[config.mk]
export PLATFORM = sky130hd
export DESIGN_NAME = banco_registradores
export DESIGN_NICKNAME = d
export VERILOG_FILES = /design/src/rtl/banco_registradores.sv
export SDC_FILE = /design/constraint.sdc
export NUM_CORES = 1
export LEC_CHECK = 0
export CORE_ASPECT_RATIO = 0.75
export CORE_MARGIN = 5
export CORE_UTILIZATION = 40
export DETAILED_ROUTE_END_ITERATION = 16
export RECOVER_POWER = 50
export SLEW_MARGIN = 0
export SYNTH_ARGS = -nofsm -noshare
export SYNTH_HDL_FRONTEND = slang
export SYNTH_SLANG_ARGS = --single-unit
[constraint.sdc]
create_clock -name clk -period 2.93 [get_ports clk]
set_clock_uncertainty 0.2 [all_clocks]
set_input_delay 0.7325 -clock clk [delete_from_list [all_inputs] [get_ports clk]]
set_output_delay 0.7325 -clock clk [all_outputs]
set_load 0.02 [all_outputs]
[src/rtl/banco_registradores.sv]
// Register bank with per-entry valid flags, two combinational read ports,
// optional write-to-read forwarding and a registered count of valid entries.
module banco_registradores #(
    parameter  int WIDTH  = 8,
    parameter  int DEPTH  = 8,
    parameter  int BYPASS = 1,
    localparam int AW     = $clog2(DEPTH)
) (
    input  logic             clk,
    input  logic             rst,
    input  logic             escreve,
    input  logic [AW-1:0]    endereco_w,
    input  logic [WIDTH-1:0] d,
    input  logic             limpa,
    input  logic [AW-1:0]    endereco_a,
    input  logic [AW-1:0]    endereco_b,
    output logic [WIDTH-1:0] qa,
    output logic [WIDTH-1:0] qb,
    output logic             valido_a,
    output logic             valido_b,
    output logic [AW:0]      ocupados
);

    localparam logic [AW:0] LIM = (AW+1)'(DEPTH);

    logic [WIDTH-1:0] r_mem [DEPTH];
    logic [DEPTH-1:0] r_vld;
    logic [AW:0]      r_ocup;

    logic w_wr_legal;
    logic w_wr_fwd;

    assign w_wr_legal = ({1'b0, endereco_w} < LIM);
    // Forwarding only when the write will actually commit on the coming edge.
    assign w_wr_fwd   = escreve && w_wr_legal && rst && !limpa;

    always_ff @(posedge clk) begin
        if (!rst || limpa) begin
            for (int i = 0; i < DEPTH; i++) r_mem[i] <= '0;
            r_vld  <= '0;
            r_ocup <= '0;
        end else if (escreve && w_wr_legal) begin
            r_mem[endereco_w] <= d;
            r_vld[endereco_w] <= 1'b1;
            if (!r_vld[endereco_w]) r_ocup <= r_ocup + (AW+1)'(1);
        end
    end

    // Returns {valid, data} for one read port.
    function automatic logic [WIDTH:0] rd_port(input logic [AW-1:0] a);
        logic [WIDTH:0] r;
        r = '0;
        if ({1'b0, a} < LIM) r = {r_vld[a], r_mem[a]};
        if (BYPASS != 0 && w_wr_fwd && a == endereco_w) r = {1'b1, d};
        return r;
    endfunction

    assign {valido_a, qa} = rd_port(endereco_a);
    assign {valido_b, qb} = rd_port(endereco_b);
    assign ocupados       = r_ocup;

endmodule
Yosys cells after proc, flatten, opt, wreduce, memory -nomap -nowiden
Memories as Yosys holds them, arrays and structs flattened.
Index checks and enable logic that the tools add are counted.
{"block": "op_classes", "add_sub_neg": 1, "multipliers": 0, "div_mod_pow": 0, "magnitude_cmp": 4, "n_eq_ne": 2, "shift": 0, "muxes": 18, "n_bitwise": 2, "n_reduce_logical": 10}
{"cell": "$mux 9", "count": 2}
{"cell": "$lt 3x4->1 const B", "count": 3}
{"cell": "$mux 1", "count": 10}
{"cell": "$bmux 1 s3", "count": 3}
{"cell": "$mux 8", "count": 1}
{"cell": "$or 8x8->8", "count": 1}
{"cell": "$reduce_or 8->1", "count": 1}
{"cell": "$eq 3x3->1", "count": 2}
{"cell": "$logic_and 1x1->1", "count": 5}
{"cell": "$add 4x1->4 const B", "count": 1}
{"cell": "$demux 1 s3", "count": 1}
{"cell": "$ge 3x1->1 const B", "count": 1}
{"cell": "$mux 3", "count": 1}
{"cell": "$logic_not 1->1", "count": 2}
{"cell": "$reduce_and 2->1", "count": 1}
{"cell": "$logic_or 1x1->1", "count": 1}
{"cell": "$not 1->1", "count": 1}
{"block": "word_totals", "register_bits": 12, "latch_bits": 0, "mem_bits_rw": 64, "mem_bits_ro": 0, "input_bits": 21, "output_inout_bits": 22, "wordCells": 40, "n_memories": 1}
{"name": "r_mem", "words": 8, "width": 8, "read_ports": 2, "rd_clocked_by_memory_dff": 0, "write_ports": 8, "line": "26", "text": "logic [WIDTH-1:0] r_mem [DEPTH];"}

Depth between registers and ports, before layout
Gate-level depths: netlist (run 1).
{"block": "depth", "depth_word": 6, "ltp_mapped": 6}

Least setup slack after synthesis (run 1)
No wires, ideal clock.
{"block": "synth_timing", "path_type": "input port to output port", "start": "in endereco_a[1]", "end": "out qa[0]", "arrival_time_ps": 2229, "required_time_ps": 1997, "slack_ps": -231, "cell_stages": 5, "cell_sequence": "clkbuf_1 -> clkbuf_1 -> mux4_2 -> mux2i_1 -> o21ai_0"}
{"block": "synth_via", "elab_chain_len": 3, "word_cells_on_any_way": 4}
{"item": "start: declaration", "line": "15", "text": "input logic [AW-1:0] endereco_a,"}
{"item": "parallel branches: the longest is 2 deep, another holds $mem_v2 8x8"}
{"item": "$mux 9 *", "line": "54", "text": "if (BYPASS != 0 && w_wr_fwd && a == endereco_w) r = {1'b1, d};"}
{"item": "end: declaration", "line": "17", "text": "output logic [WIDTH-1:0] qa,"}
Every way passes the cells marked *.

Worst setup path in the final report (run 1)
{"block": "layout_timing", "start": "in endereco_b[0]", "end": "out qb[2]"}
{"block": "layout_via", "elab_chain_len": 3, "word_cells_on_any_way": 4}
{"item": "start: declaration", "line": "16", "text": "input logic [AW-1:0] endereco_b,"}
{"item": "parallel branches: the longest is 2 deep, another holds $mem_v2 8x8"}
{"item": "$mux 9 *", "line": "54"}
{"item": "end: declaration", "line": "18", "text": "output logic [WIDTH-1:0] qb,"}
Marked as above.

==> results of run 1 <==
-- through the flow --
| stage | TNS, ps | hold WS (ps) |
|---|---|---|
| floorplan | -280 | 255 |
| global placement | -15780 | 272 |
| detailed placement | -15700 | 283 |
| CTS | -836 | 294 |
| global route | -1030 | 327 |
| finish | -213 | 288 |
-- flip-flops by register name (all words and copies together), names as in the netlist --
| register | count |
|---|---|
| r_mem | 64 |
| r_vld | 8 |
| ocupados | 4 |
-- what timing repair did --
action,in CTS,in global routing
setup endpoints to repair,18,18
gates cloned,6,0
gates resized for setup,212,24
setup buffers,12,5
pin swaps,11,10
-- worst paths after layout --
kind                      start          end  slack (ps)  cells after the start
setup reg to reg       r_vld[1]  ocupados[2]        1170                      5
hold / removal      ocupados[3]  ocupados[3]         290                      2
setup / recovery  endereco_b[0]        qb[2]         -50                      9
hold reg to reg     ocupados[3]  ocupados[3]         290                      2
-- logic make-up (layout without fill, tap and decap cells) --
logic type,after synthesis,count (layout),synth area share [%]
compound gates,37,37,5.55
xor+xnor,6,6,1.24
fa+ha+maj,1,1,0.295
buf+inv,18,137,1.92
flops,76,76,51.0
mux,57,57,24.3
simple gates,115,115,15.7
-- final cells by class --
class / count / share of cell area, %
clock buffers: 9 / 3.71
clock inverters: 6 / 1.09
inverters: 1 / 0.0618
multi-input cells: 216 / 37.0
flip-flops and latches: 76 / 35.6
well taps: 136 / 2.80
repair buffers: 121 / 19.8
-- tightest hold or removal path, delay by kind of cell (launching register included) --
family / cells / cell delay, ps
muxes: 1 / 50
and+or+nand+nor: 1 / 60
DFF: 1 / 330
-- where the power goes --
part           leakage, uW  total (uW)  internal, uW  switching (uW)
clock network     0.000134        1080           654             422
logic              0.00153         516           274             242
registers         0.000795        1260          1220            30.6
-- metal layers --
metal	vias up	routed length, um	global-route usage, %
met5	-	0	0
met4	0	122	4.04
met3	14	1250	3.44
met2	146	5880	31.6
met1	1520	5160	30.4
li1	1413	-	-
-- layout by cell type (no fill, tap or decap), types with 3 or more instances in the layout --
| cell type | synthesis | final |
|---|---|---|
| xor2_2 | 0 | 3 |
| nand2b_1 | 8 | 8 |
| buf_8 | 0 | 3 |
| buf_6 | 1 | 26 |
| nand3_1 | 3 | 3 |
| nor2_1 | 5 | 5 |
| buf_16 | 0 | 4 |
| mux4_2 | 36 | 36 |
| and2_0 | 0 | 33 |
| edfxtp_1 | 64 | 64 |
| a21o_1 | 8 | 8 |
| nor2b_1 | 4 | 4 |
| mux2i_1 | 18 | 15 |
| o21ai_2 | 0 | 12 |
| xor2_4 | 0 | 3 |
| mux2i_2 | 0 | 3 |
| buf_12 | 0 | 10 |
| nand2_1 | 20 | 4 |
| nand2_4 | 0 | 8 |
| dfxtp_1 | 12 | 12 |
| and2_1 | 65 | 32 |
| clkbuf_16 | 0 | 9 |
| buf_4 | 0 | 43 |
| clkdlybuf4s50_1 | 0 | 12 |
| clkinvlp_4 | 0 | 3 |
| clkbuf_1 | 9 | 15 |
| o21ai_0 | 19 | 3 |
| nor3_1 | 4 | 4 |
| nand2_2 | 0 | 8 |
==> flow_summary.yaml, run 1 <==
run_status:
  status: "finished with violations"
  violations: "setup timing"
worst_setup_path:
  crit_path_start_kind: "input port"
  path_cells: "buf_12 > buf_16 > xor2_4 > nor4_4 > buf_6 > buf_12 > nand2_4 > o21ai_4 > buf_6"
  critical_path_peak_fanout: 5
  critPathKind: "in -> out"
  crit_required_ps: 2000
  arrival_ps: 2050
  worst-path-buf-inv: 5
  slowest_delay_ps: 280
  cp-end-kind: "output port"
  crit_family: "buffers and inverters"
  slowest_stage: "nor4_4"
detailed_routing:
  drtIter0Drc: 259
  vias_per_cell: 5.47
  num_vias: 3093
  wl_um: 12400
  post_drt_wl_per_cell_um: 22.0
  final_antenna_net_count: 0
  drc: 0
  drt_pass1_iterations: 4
finish:
  ff_latch_area_sq_mm: 0.00216
  n_antenna_cell: 0
  num-fill-cells: 834
  layout.cells.non_filler: 565
  multiInputGateArea_sq_mm: 0.00225
  drive_gt1_share_pct: 44.1
  num-nets-final: 447
  fin_util_pct: 58.8
  design_area_sq_mm: 0.00608
  syn_to_final_growth_pct: 43.5
synth:
  yosysUniqueCellTypes: 34
  synth_area_leaders: "edfxtp_1 45%, mux4_2 19%, and2_1 9.6%, dfxtp_1 5.7%, mux2i_1 4.3%"
  yosys_warnings: 0
  synthTopCellsByCount: "65 x and2_1, 64 x edfxtp_1, 36 x mux4_2"
  ys_async_sr_fraction_pct: 0
  synth_most_common_cell: "and2_1"
  synth_seq_area_share_pct: 51.0
  synth_largest_area_cell: "edfxtp_1"
  synth_top_area_share_pct: 45.4
  synth_edf_count: 64
  synthesis.nets: 332
  syn-instance-count: 310
  synth_ff_type: "edfxtp_1"
  synth_seq_cells: 76
  netlist_area_sq_mm: 0.00424
  syn_area_per_cell_sq_um: 13.7
clock_tree:
  path_clk_slew_ps: 60
  numCtsBuffers: 9
  cts_root_buf: "clkbuf_16"
  h-tree-depth: 3
  cts_tree: "built"
  cts_hold_buf: 0
  clock-sinks: 76
  clock_latency_ps: 330
  clockBufferDepth: 2
power_and_ir_drop:
  leakagePower_uw: 0.00246
  p_per_area_mw_per_mm2: 468
  worst_ir_drop_vdd_mv: 0.334
  finalPower_uw: 2850
die:
  die_w_um: 129
  rows: 32
  start_util_pct: 41.0
  ioPinCount: 43
  floorplan.die.height_um: 99.1
  die_area_sq_mm: 0.0128
  core_area_sq_mm: 0.0103
timing:
  hold_violations: 0
  slew_viol_final: 0
  fmax_mhz: 335
  finalSetupViolCount: 10
  min_period_over_period_pct: 102
  slew_headroom_pct: 56.7
  worst_pin_slew_ps: 649
  timing.final.ws_setup_ps: -52.3
  period_minus_slack_ps: 2980
  rsz0062_at_grt: "yes"
global_routing:
  grt_usage_pct: 20.4
  grt_max_degree: 22
  antenna_found_initial: 0
  grt.overflow.total: 0
  grt_pass1_wl_um: 19100
  grt_pass1_vias: 3178
placed_design:
  port_buffers: 42
  place_ws_ps: -966
  gp_congestion: 0.833
  place_area_sq_mm: 0.00532
  placed_cells: 532
  post-dp-hpwl_um: 8280
run:
  cap_viol_max_count: 0
worst_hold_path:
  hp-class: "reg -> reg"
Note: power is estimated with default switching activity, not from simulation.
==> inputs of run 2 (changes only) <==
- SKIP_LAST_GASP: default -> 1
==> run 2 against run 1 <==
  * The flow still finishes with violations (setup timing)
  * Power about the same
  * Critical path type unchanged
  * Register-to-register slack barely moved
  * Worst hold slack is essentially flat
  * Flip-flop and latch count unchanged
==> flow_summary.yaml, run 2 (synthesis gave the netlist of run 1 again) <==
worst_setup_path:
  slowest_delay_ps: 500
  path_cells: "buf_12 > buf_12 > mux4_2 > nor2b_1 > a211o_1 > buf_6"
  arrival_ps: 2050
  cp-end-kind: "output port"
  worstRegToRegCells: 5
  crit_path_start_kind: "input port"
  critical_path_peak_fanout: 5
  worst-path-buf-inv: 3
  crit_required_ps: 2000
  slowest_stage: "mux4_2"
  critPathKind: "in -> out"
  crit_cells: 6
  crit_family: "multiplexers"
  worst_path_most_repeated_cell: "buf_12"
detailed_routing:
  vias_per_cell: 5.47
  drt_pass1_iterations: 5
  wl_um: 12400
  final_antenna_net_count: 0
  drtIter0Drc: 278
  post_drt_wl_per_cell_um: 22.0
  num_vias: 3088
  drc: 0
finish:
  final_common_cell: "edfxtp_1"
  largest_reg_flops: 64
  multiInputGateArea_sq_mm: 0.00225
  ff_latch_area_sq_mm: 0.00216
  final_cell_mix: "64 x edfxtp_1, 44 x buf_4, 36 x mux4_2, 33 x and2_0, 32 x and2_1"
  top_register: "r_mem"
  num-fill-cells: 835
  n_antenna_cell: 0
  design_area_sq_mm: 0.00608
  num-nets-final: 447
  syn_to_final_growth_pct: 43.5
  drive_gt1_share_pct: 44.1
  fin_util_pct: 58.8
timing:
  slew_viol_final: 0
  min_period_over_period_pct: 102
  slew_headroom_pct: 57.6
  fmax_mhz: 336
  hold_ws_ps: 288
  finalSetupViolCount: 11
  rsz0062_at_grt: "yes"
  worst_pin_slew_ps: 636
  timing.final.ws_setup_ps: -49.5
  finalSetupTns_ps: -251
  period_minus_slack_ps: 2980
  hold_violations: 0
clock_tree:
  cts_hold_buf: 0
  clockBufferDepth: 2
  cts_root_buf: "clkbuf_16"
  path_clk_slew_ps: 60
  numCtsBuffers: 9
  clock_latency_ps: 330
  clock-sinks: 76
  h-tree-depth: 3
  cts_tree: "built"
power_and_ir_drop:
  leakagePower_uw: 0.00245
  p_clk_share_pct: 37.8
  p_switching_uw: 698
  internal_power_uw: 2150
  pwr-share-comb_pct: 18.1
  p_per_area_mw_per_mm2: 469
  p_seq_share_pct: 44.1
  worst_ir_drop_vdd_mv: 0.334
  swShare_pct: 24.5
  finalPower_uw: 2850
global_routing:
  grt_pass1_wl_um: 19000
  grt_usage_pct: 20.3
  grt_pass1_vias: 3178
  grt.overflow.total: 0
  grt_max_degree: 22
  antenna_found_initial: 0
die:
  rows: 32
  ioPinCount: 43
  die_w_um: 129
  floorplan.die.height_um: 99.1
  start_util_pct: 41.0
  die_area_sq_mm: 0.0128
  core_area_sq_mm: 0.0103
placed_design:
  post-dp-hpwl_um: 8280
  gp_congestion: 0.833
  place_area_sq_mm: 0.00532
  port_buffers: 42
run_status:
  status: "finished with violations"
  violations: "setup timing"
worst_hold_path:
  hold_depth: 2
  hp-class: "reg -> reg"
run:
  cap_viol_max_count: 0
-- run 2: cell counts in the layout (fill, tap and decap cells not counted) --
No cell type changed its count.
-- run 2: what timing repair did --
item	CTS	global route
setup endpoints to repair	18	18
hold endpoints to repair	0	0
gates resized for setup	208	27
pin swaps	11	10
cloned	6	0
buffers inserted	12	5
-- run 2: layout make-up --
cell class	count	share of cell area, %
Clock buffer	9	3.71
Multi-Input combinational cell	216	37.0
Clock inverter	6	1.09
Sequential cell	76	35.6
Tap cell	136	2.80
Timing Repair Buffer	121	19.7
Inverter	1	0.0618
-- run 2: layer usage --
layer  vias to the layer above  global-route usage (%)  part of all wire (%)
met2                       127                    31.1                    47
met4                         0                    4.84                   1.5
met1                      1536                    30.2                    42
li1                       1412                       -                     -
met3                        13                    3.60                    10
met5                         -                       0                     0
-- run 2: through the flow --
| step | std cells | worst slack [ps] |
|---|---|---|
| 4_1_cts | 565 | -103 |
| 2_1_floorplan | 310 | -33.5 |
| 3_5_place_dp | 532 | -966 |
| 6_report | 565 | -49.5 |
| 5_1_grt | 565 | -89.3 |
| 3_3_place_gp | 532 | -977 |
-- run 2: power by group through the flow --
stage / clock network, uW / registers [uW] / logic, uW
2_1_floorplan: 0 / 1260 / 236
3_3_place_gp: 0 / 1270 / 442
3_5_place_dp: 0 / 1280 / 444
4_1_cts: 1090 / 1250 / 508
5_1_grt: 1150 / 1260 / 546
6_report: 1080 / 1260 / 516
-- run 2: worst paths after layout --
kind	to	slack, ps	startpoint
worst max-delay path	valido_b	-50	endereco_b[0]
worst min-delay path	ocupados[3]	290	ocupados[3]
worst max register to register	ocupados[2]	1170	r_vld[1]
worst min register to register	ocupados[3]	290	ocupados[3]
-- run 2: worst reg2reg max path, cell delays in order (launching register included) --
cell      delay, ps
dfxtp_1         360
mux2_2          280
a222oi_1        330
buf_4           200
a31oi_1          80
a41o_1          210
==> inputs of run 3 (changes only) <==
- CORE_ASPECT_RATIO: 0.75 -> 0.8
==> run 3 against run 2 <==
  * The run still ends with setup timing left
  * Maximum frequency decreased by 2.0%
  * Critical path depth increased by 2
  * Die area about the same
  * Non-clock buffer count increased by 4
  * Global-route usage increased by 0.43 points
  * Via count increased by 0.49%
  * Sequential share of layout area decreased by 0.37 points
  * Utilization increased by 0.90 points
  * Design area increased by 1.1%
  * Cell count increased by 1.6%
  * Critical path type unchanged
==> flow_summary.yaml, run 3 (synthesis gave the netlist of run 1 again) <==
run_status:
  status: "finished with violations"
  violations: "setup timing"
power_and_ir_drop:
  p_per_area_mw_per_mm2: 470
  leakagePower_uw: 0.00248
  internal_power_uw: 2190
  p_clk_share_pct: 38.1
  p_seq_share_pct: 43.5
  swShare_pct: 24.2
  p_switching_uw: 698
  worst_ir_drop_vdd_mv: 0.244
  pwr-share-comb_pct: 18.4
timing:
  hold_violations: 0
  fmax_mhz: 329
  min_period_over_period_pct: 104
  worst_pin_slew_ps: 519
  hold_ws_ps: 277
  slew_viol_final: 0
  rsz0062_at_grt: "yes"
  slew_headroom_pct: 65.4
  timing.final.ws_setup_ps: -109
  period_minus_slack_ps: 3040
  finalSetupViolCount: 17
worst_setup_path:
  regToRegStartpoint: "r_vld[1]"
  critPathKind: "in -> out"
  worst_path_most_repeated_cell: "buf_12"
  crit_required_ps: 2000
  critical_path_peak_fanout: 6
  arrival_ps: 2110
  crit_path_start_kind: "input port"
  cp-end-kind: "output port"
  slowest_stage: "mux4_2"
  crit_start: "endereco_a[0]"
  slowest_delay_ps: 520
  path_cells: "buf_12 > buf_12 > buf_12 > buf_12 > mux4_2 > mux2i_2 > o21ai_1 > buf_2"
detailed_routing:
  post_drt_wl_per_cell_um: 21.6
  vias_per_cell: 5.41
  num_vias: 3103
  drt_pass1_iterations: 5
  drc: 0
  drtIter0Drc: 243
  final_antenna_net_count: 0
  wl_um: 12400
worst_hold_path:
  hp-class: "reg -> reg"
  min_from: "ocupados[3]"
global_routing:
  grt_max_degree: 22
  grt_pass1_vias: 3329
  grt_usage_pct: 20.7
  antenna_found_initial: 0
  grt.overflow.total: 0
  grt_pass1_wl_um: 19400
die:
  die_area_sq_mm: 0.0128
  die_w_um: 125
  rows: 33
  core_area_sq_mm: 0.0103
  floorplan.die.height_um: 102
  ioPinCount: 43
  start_util_pct: 41.2
placed_design:
  post-dp-hpwl_um: 8230
  place_ws_ps: -928
  gp_congestion: 0.793
  port_buffers: 42
clock_tree:
  numCtsBuffers: 9
  h-tree-depth: 3
  cts_tree: "built"
  clockBufferDepth: 2
  cts_hold_buf: 0
  cts_root_buf: "clkbuf_16"
  path_clk_slew_ps: 60
  clock-sinks: 76
  clock_latency_ps: 330
finish:
  syn_to_final_growth_pct: 45.0
  largest_reg_flops: 64
  final_cell_mix: "64 x edfxtp_1, 43 x buf_4, 36 x mux4_2, 34 x and2_1, 31 x and2_0"
  top_register: "r_mem"
  fin_util_pct: 59.7
  final_common_cell: "edfxtp_1"
  n_antenna_cell: 0
  drive_gt1_share_pct: 43.3
  num-nets-final: 451
run:
  cap_viol_max_count: 0
## run 3: changes by cell type in the layout (fill, tap and decap cells not counted), sizes merged
cell,previous run,this run
buf,88,95
clkdlybuf4s15,2,1
clkinv,2,3
clkbuf,28,29
clkinvlp,3,0
## run 3: final cells by class
class	count	area, sq um
multi-input cells	216	2220
fillers	842	4140
flip-flops and latches	76	2160
repair buffers	125	1280
well taps	140	175
clock buffers	12	246
inverters	1	3.75
clock inverters	4	48.8
## run 3: worst paths after layout
kind	endpoint	slack (ps)	cells after the start
max	qa[6]	-110	8
min	ocupados[3]	280	2
max reg2reg	ocupados[2]	1100	5
min reg2reg	ocupados[3]	280	2
## run 3: worst max-delay path: cells and delay by family
| family | cells | cell delay [ps] |
|---|---|---|
| multiplexers | 2 | 720 |
| buffers and inverters | 5 | 590 |
| AO/OA/AOI/OAI | 1 | 70 |
## run 3: per-stage QoR
stage                     total power, uW  instance area, sq um  setup TNS (ps)  std cells
after CTS                            2890                  6100           -1720        574
after global placement               1720                  5320          -15960        534
after floorplan                      1500                  4280            -280        310
after global routing                 2990                  6140           -1570        574
final                                2880                  6140            -780        574
after detailed placement             1720                  5320          -16190        534
## run 3: layer usage
metal,vias up,GRT usage (%),part of all wire [%]
met2,135,33.8,48
met4,0,6.67,1.2
met1,1542,28.0,44
met5,-,0,0
met3,11,4.55,6.4
li1,1415,-,-
## run 3: repair_timing
item	CTS	global route
cloned	6	0
gates resized for setup	188	48
hold endpoints to repair	0	0
buffers inserted	19	3
setup endpoints to repair	18	18
pin swaps	9	10
## run 3: power groups by stage
stage	Clock [uW]	Combinational, uW	Sequential [uW]
after floorplan	0	236	1260
after global placement	0	444	1270
after detailed placement	0	449	1280
after CTS	1120	513	1250
after global routing	1170	564	1260
final	1100	531	1250
